<file path="config.mk">
export PLATFORM = sky130hd
export DESIGN_NAME = ctrl_mc_flat
export DESIGN_NICKNAME = d
export VERILOG_FILES = /design/src/rtl/ctrl_mc_if.sv /design/src/rtl/ctrl_mc.sv /design/src/flat_wrapper.sv
export SDC_FILE = /design/constraint.sdc
export NUM_CORES = 1
export LEC_CHECK = 0
export CAP_MARGIN = 40
export CORE_UTILIZATION = 46
export CTS_CLUSTER_DIAMETER = 50
export DETAILED_ROUTE_END_ITERATION = 8
export PLACE_DENSITY = 0.8
export SLEW_MARGIN = 20
export SYNTH_ARGS = -nofsm -noshare
export SYNTH_HDL_FRONTEND = slang
export SYNTH_SLANG_ARGS = --single-unit
</file>
<file path="constraint.sdc">
create_clock -name i_clk -period 2.05 [get_ports i_clk]
set_clock_uncertainty 0.05 [all_clocks]
set_input_delay 0.41 -clock i_clk [delete_from_list [all_inputs] [get_ports i_clk]]
set_output_delay 0.41 -clock i_clk [all_outputs]
set_load 0.1 [all_outputs]
</file>
<file path="src/rtl/ctrl_mc_if.sv">
// Controller <-> datapath bundle for ctrl_mc: instruction fields and status in,
// datapath strobes, halt flag and retired-instruction count out.
interface ctrl_mc_if #(
    parameter int OP_W   = 4,
    parameter int STAT_W = 4,
    parameter int CNT_W  = 16
);
    logic [OP_W-1:0]   opcode;
    logic [STAT_W-1:0] mm;
    logic [STAT_W-1:0] stat;
    logic              mem_rdy;

    logic              ir_we;
    logic              pc_we;
    logic              pc_sel;
    logic              rd_sel;
    logic              alu_op;
    logic              alu_imm;
    logic              mem_we;
    logic              rf_we;
    logic              wb_sel;
    logic              halted;
    logic [CNT_W-1:0]  retired;

    // master = the controller, slave = the datapath it steers
    modport master (
        input  opcode, mm, stat, mem_rdy,
        output ir_we, pc_we, pc_sel, rd_sel, alu_op, alu_imm,
               mem_we, rf_we, wb_sel, halted, retired
    );

    modport slave (
        output opcode, mm, stat, mem_rdy,
        input  ir_we, pc_we, pc_sel, rd_sel, alu_op, alu_imm,
               mem_we, rf_we, wb_sel, halted, retired
    );
endinterface

</file>
<file path="src/rtl/ctrl_mc.sv">
// Multicycle instruction sequencer: walks FETCH/DECODE/EXECUTE/MEM/WRITEBACK,
// drives datapath strobes, resolves branches, latches HALT, counts retirements.
//
// state     | meaning
// ----------+-------------------------------------------------
// START0    | reset landing state, all strobes idle
// START1    | one settle cycle before the first fetch
// FETCH     | load IR and PC+1 once memory is ready
// DECODE    | select register-read port (Rd for STR)
// EXECUTE   | ALU operation or branch resolution
// MEM       | data-memory access, stalls on MEM_RDY for LOD/STR
// WRITEBACK | register-file write from ALU or memory
// HALT      | absorbing stop state, left only through reset
module ctrl_mc #(
    parameter int          OP_W    = 4,
    parameter int          STAT_W  = 4,
    parameter int unsigned SKIP_EN = 1,
    parameter int          CNT_W   = 16
) (
    input  logic     i_clk,
    input  logic     i_rst,
    ctrl_mc_if.master bus
);

    typedef enum logic [2:0] {
        S_START0    = 3'd0,
        S_START1    = 3'd1,
        S_FETCH     = 3'd2,
        S_DECODE    = 3'd3,
        S_EXECUTE   = 3'd4,
        S_MEM       = 3'd5,
        S_WRITEBACK = 3'd6,
        S_HALT      = 3'd7
    } state_t;

    localparam logic [OP_W-1:0] OPC_LOD = OP_W'(1);
    localparam logic [OP_W-1:0] OPC_STR = OP_W'(2);
    localparam logic [OP_W-1:0] OPC_BRA = OP_W'(4);
    localparam logic [OP_W-1:0] OPC_BRR = OP_W'(5);
    localparam logic [OP_W-1:0] OPC_BNE = OP_W'(6);
    localparam logic [OP_W-1:0] OPC_ALU = OP_W'(8);
    localparam logic [OP_W-1:0] OPC_HLT = OP_W'(15);
    localparam logic [STAT_W-1:0] MM_IMM = STAT_W'(8);
    localparam logic w_skip = (SKIP_EN != 0);

    state_t           r_state;
    state_t           w_next;
    logic [CNT_W-1:0] r_retired;

    logic w_is_lod;
    logic w_is_str;
    logic w_is_alu;
    logic w_is_bra;
    logic w_is_bne;
    logic w_is_hlt;
    logic w_is_mem;
    logic w_bne_take;
    logic w_retire;

    // Unlisted opcodes decode to nothing and therefore behave as NOOP
    assign w_is_lod   = (bus.opcode == OPC_LOD);
    assign w_is_str   = (bus.opcode == OPC_STR);
    assign w_is_alu   = (bus.opcode == OPC_ALU);
    assign w_is_bra   = (bus.opcode == OPC_BRA) || (bus.opcode == OPC_BRR);
    assign w_is_bne   = (bus.opcode == OPC_BNE);
    assign w_is_hlt   = (bus.opcode == OPC_HLT);
    assign w_is_mem   = w_is_lod || w_is_str;
    assign w_bne_take = ((bus.stat & bus.mm) == '0);

    always_comb begin
        w_next = r_state;
        case (r_state)
            S_START0:    w_next = S_START1;
            S_START1:    w_next = S_FETCH;
            S_FETCH:     if (bus.mem_rdy) w_next = S_DECODE;
            S_DECODE:    w_next = w_is_hlt ? S_HALT : S_EXECUTE;
            S_EXECUTE: begin
                if (!w_skip || w_is_mem) w_next = S_MEM;
                else if (w_is_alu)       w_next = S_WRITEBACK;
                else                     w_next = S_FETCH;
            end
            S_MEM: begin
                if (w_is_mem && !bus.mem_rdy) w_next = S_MEM;
                else if (!w_skip || w_is_lod) w_next = S_WRITEBACK;
                else                          w_next = S_FETCH;
            end
            S_WRITEBACK: w_next = S_FETCH;
            S_HALT:      w_next = S_HALT;
        endcase
    end

    // START1 -> FETCH is not a completed instruction, so only the tail states count
    assign w_retire = (w_next == S_FETCH) &&
                      ((r_state == S_EXECUTE) || (r_state == S_MEM) ||
                       (r_state == S_WRITEBACK));

    always_ff @(posedge i_clk) begin
        if (i_rst) begin
            r_state   <= S_START0;
            r_retired <= '0;
        end else begin
            r_state <= w_next;
            if (w_retire && (r_retired != {CNT_W{1'b1}}))
                r_retired <= r_retired + CNT_W'(1);
        end
    end

    always_comb begin
        bus.ir_we   = 1'b0;
        bus.pc_we   = 1'b0;
        bus.pc_sel  = 1'b0;
        bus.rd_sel  = 1'b0;
        bus.alu_op  = 1'b0;
        bus.alu_imm = 1'b0;
        bus.mem_we  = 1'b0;
        bus.rf_we   = 1'b0;
        bus.wb_sel  = 1'b0;
        bus.halted  = 1'b0;
        case (r_state)
            S_FETCH: begin
                bus.ir_we = bus.mem_rdy;
                bus.pc_we = bus.mem_rdy;
            end
            S_DECODE: bus.rd_sel = w_is_str;
            S_EXECUTE: begin
                bus.alu_op  = w_is_alu;
                bus.alu_imm = w_is_alu && (bus.mm == MM_IMM);
                bus.pc_we   = w_is_bra || (w_is_bne && w_bne_take);
                bus.pc_sel  = w_is_bra || (w_is_bne && w_bne_take);
            end
            S_MEM: bus.mem_we = w_is_str && bus.mem_rdy;
            S_WRITEBACK: begin
                bus.rf_we  = w_is_alu || w_is_lod;
                bus.wb_sel = w_is_lod;
            end
            S_HALT: bus.halted = 1'b1;
            default: ;
        endcase
    end

    assign bus.retired = r_retired;

endmodule

</file>
<file path="src/flat_wrapper.sv">
// flat-port wrapper written by rule: the top's interface ports become plain ports
module ctrl_mc_flat 
#(
    parameter int          OP_W    = 4,
    parameter int          STAT_W  = 4,
    parameter int unsigned SKIP_EN = 1,
    parameter int          CNT_W   = 16
)
  (i_clk, i_rst, bus_opcode, bus_mm, bus_stat, bus_mem_rdy, bus_ir_we, bus_pc_we, bus_pc_sel, bus_rd_sel, bus_alu_op, bus_alu_imm, bus_mem_we, bus_rf_we, bus_wb_sel, bus_halted, bus_retired);
  ctrl_mc_if #(.OP_W(OP_W), .STAT_W(STAT_W), .CNT_W(CNT_W)) bus_i ();
  input  logic i_clk;
  input  logic i_rst;
  input wire logic [$bits(bus_i.opcode)-1:0] bus_opcode;
  input wire logic [$bits(bus_i.mm)-1:0] bus_mm;
  input wire logic [$bits(bus_i.stat)-1:0] bus_stat;
  input wire logic [$bits(bus_i.mem_rdy)-1:0] bus_mem_rdy;
  output wire logic [$bits(bus_i.ir_we)-1:0] bus_ir_we;
  output wire logic [$bits(bus_i.pc_we)-1:0] bus_pc_we;
  output wire logic [$bits(bus_i.pc_sel)-1:0] bus_pc_sel;
  output wire logic [$bits(bus_i.rd_sel)-1:0] bus_rd_sel;
  output wire logic [$bits(bus_i.alu_op)-1:0] bus_alu_op;
  output wire logic [$bits(bus_i.alu_imm)-1:0] bus_alu_imm;
  output wire logic [$bits(bus_i.mem_we)-1:0] bus_mem_we;
  output wire logic [$bits(bus_i.rf_we)-1:0] bus_rf_we;
  output wire logic [$bits(bus_i.wb_sel)-1:0] bus_wb_sel;
  output wire logic [$bits(bus_i.halted)-1:0] bus_halted;
  output wire logic [$bits(bus_i.retired)-1:0] bus_retired;
  assign bus_i.opcode = bus_opcode;
  assign bus_i.mm = bus_mm;
  assign bus_i.stat = bus_stat;
  assign bus_i.mem_rdy = bus_mem_rdy;
  assign bus_ir_we = bus_i.ir_we;
  assign bus_pc_we = bus_i.pc_we;
  assign bus_pc_sel = bus_i.pc_sel;
  assign bus_rd_sel = bus_i.rd_sel;
  assign bus_alu_op = bus_i.alu_op;
  assign bus_alu_imm = bus_i.alu_imm;
  assign bus_mem_we = bus_i.mem_we;
  assign bus_rf_we = bus_i.rf_we;
  assign bus_wb_sel = bus_i.wb_sel;
  assign bus_halted = bus_i.halted;
  assign bus_retired = bus_i.retired;
  ctrl_mc #(.OP_W(OP_W), .STAT_W(STAT_W), .SKIP_EN(SKIP_EN), .CNT_W(CNT_W)) u_core (.i_clk(i_clk), .i_rst(i_rst), .bus(bus_i));
endmodule
</file>
==> results.md, run 1 <==
Status:
- The run finished, with violations left.
- The final reports fail on setup timing.

Job:
- Max-cap violations in this run came to 0.

Logic synthesis:
- The total nets after synthesis is 175.
- The gate count after technology mapping is 159.
- For this run, asynchronously set or reset flops after synthesis account for 0.
- By instance count, the leading cell after synthesis is a21oi_1.
- In this run, distinct cell masters in the synthesized netlist total 43.
- The share of the Yosys chip area taken by registers is 0.298.
- Yosys attributes the largest share of cell area to dfxtp_1, a21oi_1, o31ai_1.
- The number of warnings issued by yosys is 0.
- Sorting the synthesized cells by how often they occur yields a21oi_1, dfxtp_1, nand2_1, o31ai_1, or4_1.
- The number of enable-type register cells in the synthesized netlist is 0.
- Of the post-synthesis cell area, the dominant cell type holds 0.298.
- The cell area that synthesis handed to floorplanning was 0.00128 mm2.
- Among all flip-flop cells after synthesis, the most frequent one is dfxtp_1.
- The register bit total from synthesis is 19.
- The cell type with the largest total area after synthesis is dfxtp_1.
- Each instance of the synthesized netlist takes up on average 8.03 um2.

Critical path:
- In this run the critical register-to-register path is captured at u_core.bus.retired[5]$_SDFFE_PP0P_.
- The critical path capture point type is a flip-flop.
- The maximum fanout encountered on the critical timing path is 11.
- The worst setup path startpoint is u_core.r_state[2]$_SDFF_PP0_.
- The worst register-to-register path has a setup slack of -0.18 ns.
- The reg-to-reg critical path startpoint is u_core.r_state[2]$_SDFF_PP0_.
- For the worst flop-to-flop path, the logic depth is 9.
- STA classifies the critical path startpoint as a flip-flop.
- For the worst setup path, the data required time is 2.20 ns.
- The critical path arrival is 2.37 ns.
- The critical path in this run is classified as reg2reg.

CTS:
- The clock tree from TritonCTS is done.
- At the later pin of the worst-skew pair, clock insertion delay measures 0.31 ns.
- The number of buffers added to fix hold violations after cts is 0.
- CTS built an H-tree with a depth of 1.
- In this run, CTS created clock tree buffers numbering 3.
- After clock tree synthesis, the clock-pin slew on the worst setup and hold paths is 0.11 ns.
- The number of buffers on the longest clock path is 2.
- The clock drives 19 sinks.
- The root buffer cell chosen for the clock tree is clkbuf_4.

Power:
- The part of the power in registers is 0.471.
- VDD sags by at most 0.440 mV.
- The standby leakage power is 0.893 nW.
- The power density over the cells is 351 mW/mm2.
- Of the total power, the share spent switching nets is 0.321.
- The share of total power dissipated in the clock network is 0.250.
- Of the total power, combinational logic draws 0.279.
- The power dissipated by switching net loads is 0.000258 W.
- The internal power of the cells totals 0.000546 W.

STA:
- The transition time at the pin with the least slew margin is 0.530 ns.
- The post-route worst setup slack is -0.175 ns.
- The count of final setup violators is 21.
- Setup repair after global routing could not meet its margin everywhere.
- Measured against its own limit, the worst slew margin works out to 0.644.
- The final-report hold violation count is 0.
- The share of the clock period used by the worst path is 1.09.
- Summed over all failing endpoints, the final setup total negative slack is -2.40 ns.
- The achievable clock frequency is 0.449 GHz.
- The number of max-slew violations in the final report came to 0.
- Subtracting the final worst setup slack from the clock period gives 2.23 ns.

Die:
- The total area inside the core boundary comes to 0.00254 mm2.
- The initial core utilization is 0.502.
- The number of top-level pins is 41.
- The die extent in y is 54.7 um.
- The die outline area is 0.00299 mm2.
- The floorplan step set the die width to 54.7 um.
- In this run the core area contains 18 standard-cell rows.

Route:
- The violation count after the first detailed-route iteration is 80.
- Using the TritonRoute via totals, the vias-per-cell ratio works out to 6.63.
- The total via count in the routed design is 1743.
- In the final routed layout, each cell accounts on average for 20.5 um.
- The total length of routed wires is 5390 um.
- The number of routed nets with antenna violations is 0.
- In the routed design, unresolved DRC markers number 0.
- The pre-antenna-repair detailed-routing pass consisted of 6 iterations.

Global route:
- Entering global routing, the biggest net connects 25 pins.
- Summed over all layers, the global routing overflow is 0.
- The via count of the first global-routing pass is 1376.
- Across every metal layer, demand over resource in global routing totals 0.282.
- The first-pass GRT wire length is 6020 um.
- The initial antenna violation count was 0.

Placed design:
- During placement, the flow inserted port buffers numbering 40.
- The number of placed instances, taps included, is 244.
- Once detailed placement completed, the half-perimeter wirelength came to 2920 um.
- The placer congestion estimate is 0.772.

Layout:
- The layout cell share with drive strength beyond 1 is 0.558.
- The count of filler cells inserted in the layout is 114.
- The antenna diode count is 0.
- The synthesis-to-finish area growth is 79.5%.
- The finished layout holds 263 standard cells, fillers aside.
- The final layout contains 250 nets.

Hold path:
- The launch instance of the worst min-delay path is u_core.bus.retired[8]$_SDFFE_PP0P_.
- The tightest min-delay check is of the reg2reg type.
- The terminating pin of the worst hold path is u_core.bus.retired[8]$_SDFFE_PP0P_.
- The worst hold path passes through 2 cells.
placed cells by master, fill, tap and decap left out, types with 2 or more instances in the layout:
master           netlist  layout
a21oi_4                0       2
or4_1                 13       6
nor2_4                 0       2
or4_4                  0       7
clkbuf_16              0       2
dlygate4sd2_1          0       5
nor3_1                 4       3
and3_1                 3       3
dfxtp_4                0       7
o21ai_0                3       3
nor4b_4                1       2
buf_12                 0      11
nand2_1               13      13
nand2b_1               4       4
nor2_2                 0       2
clkdlybuf4s15_1        0       3
clkbuf_4               0       3
inv_1                  4       3
clkdlybuf4s50_1        0       2
nand4b_1               3       3
nand3_1                8       7
dfxtp_2                0      12
o31ai_1               13      12
buf_6                  1       2
nor2b_1                3       3
nand4_1                5       5
nor4_4                 1       2
nor2_1                 8       4
a21oi_1               21       9
clkbuf_2               0       3
nand3b_1               2       2
buf_4                  1      50
a21oi_2                0      10
flip-flops by register name (all words and copies together) (netlist names):
name / count
u_core.bus.retired: 16
u_core.r_state: 3
worst max-delay path, cell delays in order, from the launching register on:
cell and delay (ns):
dfxtp_2 0.38, buf_4 0.12, buf_8 0.11, a21bo_1 0.22, a31oi_1 0.20, nand3_2 0.20, clkbuf_16 0.23, buf_4 0.14
o31ai_1 0.36, a21oi_1 0.11
stage by stage:
step | hold WS [ns] | worst slack (ns) | instance area [um2] | power [W] | util
finish | 0.464 | -0.175 | 2290 | 0.000804 | 0.901
global route | 0.477 | -0.240 | 2290 | 0.000829 | 0.901
CTS | 0.445 | -0.0583 | 2100 | 0.000760 | 0.826
detailed placement | 0.433 | -0.340 | 2020 | 0.000571 | 0.794
global placement | 0.422 | -0.277 | 2020 | 0.000565 | 0.794
floorplan | 0.584 | -0.301 | 1380 | 0.000474 | -
metal layers:
| layer | wire (um) | part of all wire | vias up | track usage |
|---|---|---|---|---|
| met1 | 2120 | 0.39 | 826 | 0.369 |
| met5 | 0 | 0 | - | 0 |
| met4 | 182 | 0.034 | 0 | 0.0769 |
| li1 | - | - | 767 | - |
| met2 | 2610 | 0.48 | 128 | 0.452 |
| met3 | 481 | 0.089 | 22 | 0.0722 |
power groups by stage:
stage          Combinational, W  Clock, W  Sequential [W]
2_1_floorplan         0.0000877         0        0.000386
3_3_place_gp           0.000184         0        0.000381
3_5_place_dp           0.000189         0        0.000382
4_1_cts                0.000192  0.000192        0.000376
5_1_grt                0.000233  0.000217        0.000379
6_report               0.000225  0.000201        0.000379
worst max-delay path by stage:
stage | endpoint | slack (ns) | cells after the start
6_report | u_core.bus.retired[5]$_SDFFE_PP0P_ | -0.18 | 9
5_1_grt | u_core.bus.retired[11]$_SDFFE_PP0P_ | -0.24 | 9
4_1_cts | bus_alu_imm | -0.06 | 5
3_5_place_dp | u_core.bus.retired[11]$_SDFFE_PP0P_ | -0.34 | 7
3_3_place_gp | bus_alu_imm | -0.28 | 6
2_1_floorplan | bus_alu_imm | -0.30 | 3
kinds of logic (layout without fill, tap and decap cells):
| logic type | after synthesis | count (layout) | synth area share |
|---|---|---|---|
| fa+ha+maj | 1 | 1 | 0.00979 |
| flops | 19 | 19 | 0.298 |
| buf+inv | 15 | 89 | 0.0646 |
| simple gates | 78 | 78 | 0.394 |
| mux | 1 | 1 | 0.0117 |
| compound gates | 44 | 44 | 0.215 |
| xor+xnor | 1 | 1 | 0.00686 |
what timing repair did:
action                                  CTS  global route
gates resized for setup                  28            29
pin swaps                                11            21
endpoints found under the setup margin   12            16
buffers inserted                          7             7
gates cloned                              0             2
cell type report:
| class | count | area, um2 | share of cell area |
|---|---|---|---|
| clock buffer | 4 | 26.3 | 0.0115 |
| inverter | 4 | 15.0 | 0.00655 |
| multi-input combinational | 125 | 985 | 0.429 |
| sequential | 19 | 422 | 0.184 |
| tap | 30 | 37.5 | 0.0164 |
| timing repair buffer | 81 | 808 | 0.352 |
No activity file was read; power rests on OpenSTA's default activity.
==> inputs of run 2 (changes only) <==
--- a/config.mk
+++ b/config.mk
@@ -5,11 +5,12 @@
 export SDC_FILE = /design/constraint.sdc
 export NUM_CORES = 1
 export LEC_CHECK = 0
+export ABC_AREA = 1
 export CAP_MARGIN = 40
 export CORE_UTILIZATION = 46
 export CTS_CLUSTER_DIAMETER = 50
 export DETAILED_ROUTE_END_ITERATION = 8
-export PLACE_DENSITY = 0.8
+export PLACE_DENSITY_LB_ADDON = 0.3
 export SLEW_MARGIN = 20
 export SYNTH_ARGS = -nofsm -noshare
 export SYNTH_HDL_FRONTEND = slang
==> run 2 against run 1 <==
Against the previous run:
- the flow still finishes with violations (setup timing)
- maximum frequency grew 6.6%
- first-iteration DRC count increased by 18%
- sequential share of layout area up 1.6 points
- clock-buffer cell count is 1 lower
- hold slack better by 0.014 ns
- register-to-register slack improved by 0.32 ns
- sequential power increased by 8.2%
- global-route usage down 4.3 points
- routed wire length decreased by 28%
- non-clock buffer count fell by 24
- largest cell class unchanged
==> results.md, run 2 <==
Route:
- The mean routed wirelength per cell came to 12.1 um (was 20.5 um).
- The detail-routed via count per cell is 5.21 (was 6.63).
- The violation count after the first detailed-route iteration is 94 (was 80).
- The length of the first detailed-routing pass in iterations is 4 (was 6).
- The number of remaining DRC errors is 0 (unchanged).
- The number of routed nets with antenna violations is 0 (unchanged).
- The total via count in the routed design came to 1661 (was 1743).
- The total length of routed wires is 3860 um (was 5390 um).

CTS:
- The clock insertion delay at the later pin of the skew report is 0.31 ns (about the same).
- The clock tree from TritonCTS is done (unchanged).
- The clock root buffer is clkbuf_4 (unchanged).
- The clock input transition at the sequential cells of the worst setup and hold paths is 0.12 ns (was 0.11 ns).
- The H-tree depth is 1 (unchanged).
- The number of buffers on the longest clock path was 2 (unchanged).
- The number of buffers inserted during clock tree synthesis came to 3 (unchanged).
- The number of buffers added to fix hold violations after cts is 0 (unchanged).
- The total number of clock tree sinks came to 19 (unchanged).

STA:
- Setup repair after global routing missed its margin: yes (unchanged).
- The achievable clock frequency is 0.479 GHz (was 0.449 GHz).
- The transition time at the pin with the least slew margin is 0.377 ns (was 0.530 ns).
- The number of max-slew violations in the final report is 0 (unchanged).
- The relative slew slack is 0.748 (was 0.644).
- The share of the clock period used by the worst path came to 1.02 (was 1.09).
- The post-route worst setup slack is -0.0378 ns (was -0.175 ns).
- The worst hold-check slack is 0.478 ns (was 0.464 ns).
- The final-report hold violation count was 0 (unchanged).
- The count of final setup violators was 2 (was 21).
- The final critical path time including I/O delays and setup is 2.09 ns (was 2.23 ns).

Logic synthesis:
- The mean instance size in the synthesized netlist is 5.74 um2 (was 8.03 um2).
- The share of the yosys chip area belonging to registers is 0.285 (was 0.298).
- Biggest area contributors in the synthesized netlist: dfxtp_1, nand2_1, nor2_1 (was dfxtp_1, a21oi_1, o31ai_1).
- The total nets after synthesis came to 248 (was 175).
- The post-synthesis async set-or-reset flop share is 0 (unchanged).
- The number of distinct library cells after synthesis is 25 (was 43).
- The cell type with the largest total area after synthesis is dfxtp_1 (unchanged).
- The area share of the largest cell type after synthesis is 0.285 (was 0.298).
- The number of warnings issued by yosys came to 0 (unchanged).
- The gate count after technology mapping is 232 (was 159).
- The area of the mapped netlist is 0.00133 mm2 (was 0.00128 mm2).
- The register bit total from synthesis was 19 (unchanged).
- The prevailing post-synth register cell is dfxtp_1 (unchanged).
- The number of enable-type register cells in the synthesized netlist is 0 (unchanged).
- Commonest cells in the netlist: nand2_1, nor2_1, inv_1, nand3_1, dfxtp_1 (was a21oi_1, dfxtp_1, nand2_1, o31ai_1, or4_1).
- The cell with the most instances after synthesis is nand2_1 (was a21oi_1).

Layout:
- The final core utilization is 0.743 (was 0.901).
- The most common cell after layout, fill and taps aside is nand2_1 (was buf_4).
- The synthesis-to-finish area growth is 53.8% (was 79.5%).
- The final instance area is 0.00205 mm2 (was 0.00229 mm2).
- The count of filler cells inserted in the layout came to 228 (was 114).
- The final layout net count is 305 (was 250).
- The number of flip-flops under the largest register name is 16 (unchanged).
- The register area is 409 um2 (was 422 um2).
- Most used cells in the layout excluding fill and tap cells: nand2_1, nor2_1, buf_4 (was buf_4, nand2_1, o31ai_1, dfxtp_2, buf_12).
- The non-filler instance count after layout is 319 (was 263).
- The antenna diode count is 0 (unchanged).
- The area of the multi-input gates is 863 um2 (was 985 um2).
- The layout cell share with drive strength beyond 1 is 0.309 (was 0.558).

Power:
- The power dissipated by switching net loads is 0.000318 W (was 0.000258 W).
- The internal power of the cells is 0.000565 W (was 0.000546 W).
- The switching part of the total power was 0.360 (was 0.321).
- The standby leakage power is 0.989 nW (was 0.893 nW).
- The worst ir drop on vdd came to 0.359 mV (was 0.440 mV).
- The part of the power in registers is 0.464 (was 0.471).
- The power density over the cells was 431 mW/mm2 (was 351 mW/mm2).
- The clock power share is 0.221 (was 0.250).
- The proportion of power drawn by combinational gates is 0.315 (was 0.279).

Global route:
- The via count of the first global-routing pass is 1412 (was 1376).
- The overall global routing resource usage is 0.239 (was 0.282).
- The total congestion overflow after global routing came to 0 (unchanged).
- The initial antenna violation count is 0 (unchanged).
- The maximum number of pins on one net before global-route repair is 13 (was 25).
- The first-pass GRT wire length came to 5980 um (was 6020 um).

Critical path:
- The type of the worst setup path is in2out (was reg2reg).
- The worst setup path startpoint is bus_mm[3] (was u_core.r_state[2]$_SDFF_PP0_).
- The critical path arrival came to 1.63 ns (was 2.37 ns).
- The reg-to-reg critical path startpoint is u_core.bus.retired[0]$_SDFFE_PP0P_ (was u_core.r_state[2]$_SDFF_PP0_).
- The critical path required time is 1.59 ns (was 2.20 ns).
- The maximum fanout encountered on the critical timing path is 2 (was 11).
- The type of origin of the critical path was an input pin (was flip-flop).
- The critical path capture point type was an output pin (was flip-flop).

Status:
- Failing checks: setup timing (unchanged).
- Run status: finished with violations (unchanged).

Die:
- The die outline area was 0.00312 mm2 (was 0.00299 mm2).
- The die extent in y was 55.8 um (was 54.7 um).
- The total number of placement rows is 19 (was 18).
- The initial core utilization came to 0.483 (was 0.502).
- The overall die width was 55.8 um (was 54.7 um).
- The number of top-level pins was 41 (unchanged).
- The core region area came to 0.00276 mm2 (was 0.00254 mm2).

Placed design:
- The post-placement worst setup slack is -0.185 ns (was -0.340 ns).
- The number of placed instances, taps included is 313 (was 244).
- The quantity of I/O buffers inserted on ports was 40 (unchanged).
- The cell area after placement came to 0.00197 mm2 (was 0.00202 mm2).
- The placer congestion estimate came to 0.873 (was 0.772).
- The total half-perimeter wirelength after legalization and detailed placement is 2820 um (was 2920 um).

Hold path:
- The type of the tightest min-delay check was reg2reg (unchanged).
- The launch instance of the worst min-delay path is u_core.bus.retired[15]$_SDFFE_PP0P_ (was u_core.bus.retired[8]$_SDFFE_PP0P_).

Job:
- The number of maximum-capacitance constraint violations was 0 (unchanged).
## run 2: logic make-up (layout without fill, tap and decap cells)
| logic type | count (synthesis) | after routing | share of synthesized area |
|---|---|---|---|
| AO/OA/AOI/OAI | 13 | 13 | 0.0573 |
| AND/OR/NAND/NOR | 160 | 160 | 0.531 |
| adder cells (fa/ha/maj) | 1 | 1 | 0.00939 |
| buffers and inverters | 39 | 95 | 0.117 |
| flip-flops | 19 | 19 | 0.285 |
## run 2: power by group through the flow
stage	clock [W]	combinational [W]	sequential, W
2_1_floorplan	0	0.000157	0.000418
3_3_place_gp	0	0.000260	0.000412
3_5_place_dp	0	0.000266	0.000413
4_1_cts	0.000200	0.000268	0.000405
5_1_grt	0.000221	0.000295	0.000414
6_report	0.000195	0.000278	0.000410
## run 2: worst paths after layout
path | to | slack, ns | depth (start not counted)
max | bus_pc_we | -0.04 | 6
min | u_core.bus.retired[15]$_SDFFE_PP0P_ | 0.48 | 2
max reg2reg | u_core.bus.retired[0]$_SDFFE_PP0P_ | 0.14 | 8
min reg2reg | u_core.bus.retired[15]$_SDFFE_PP0P_ | 0.48 | 2
## run 2: layer usage
| metal | GRT usage | wire, um | vias up |
|---|---|---|---|
| li1 | - | - | 847 |
| met1 | 0.302 | 1720 | 757 |
| met2 | 0.403 | 1890 | 48 |
| met3 | 0.0349 | 171 | 9 |
| met4 | 0.108 | 72 | 0 |
| met5 | 0 | 0 | - |
## run 2: cell type report
type | count | share of cell area
Clock buffer | 3 | 0.0110
Clock inverter | 1 | 0.00244
Inverter | 34 | 0.0623
Multi-Input combinational cell | 174 | 0.421
Sequential cell | 19 | 0.200
Tap cell | 31 | 0.0189
Timing Repair Buffer | 57 | 0.284
## run 2: repair_timing
action	in CTS	in global routing
gates resized for setup	10	7
setup endpoints to repair	8	5
buffers inserted	2	0
pin swaps	4	3
## run 2: worst max-delay path: stages
cell             delay (ns)
clkdlybuf4s50_1        0.45
a21oi_2                0.15
a41o_1                 0.20
nand3_2                0.12
nand2_2                0.12
buf_12                 0.18
## run 2: through the flow
| step | setup TNS [ns] | power (W) |
|---|---|---|
| 2_1_floorplan | -0.304 | 0.000575 |
| 3_3_place_gp | -2.24 | 0.000671 |
| 3_5_place_dp | -3.22 | 0.000679 |
| 4_1_cts | 0 | 0.000873 |
| 5_1_grt | -0.151 | 0.000930 |
| 6_report | -0.0390 | 0.000883 |
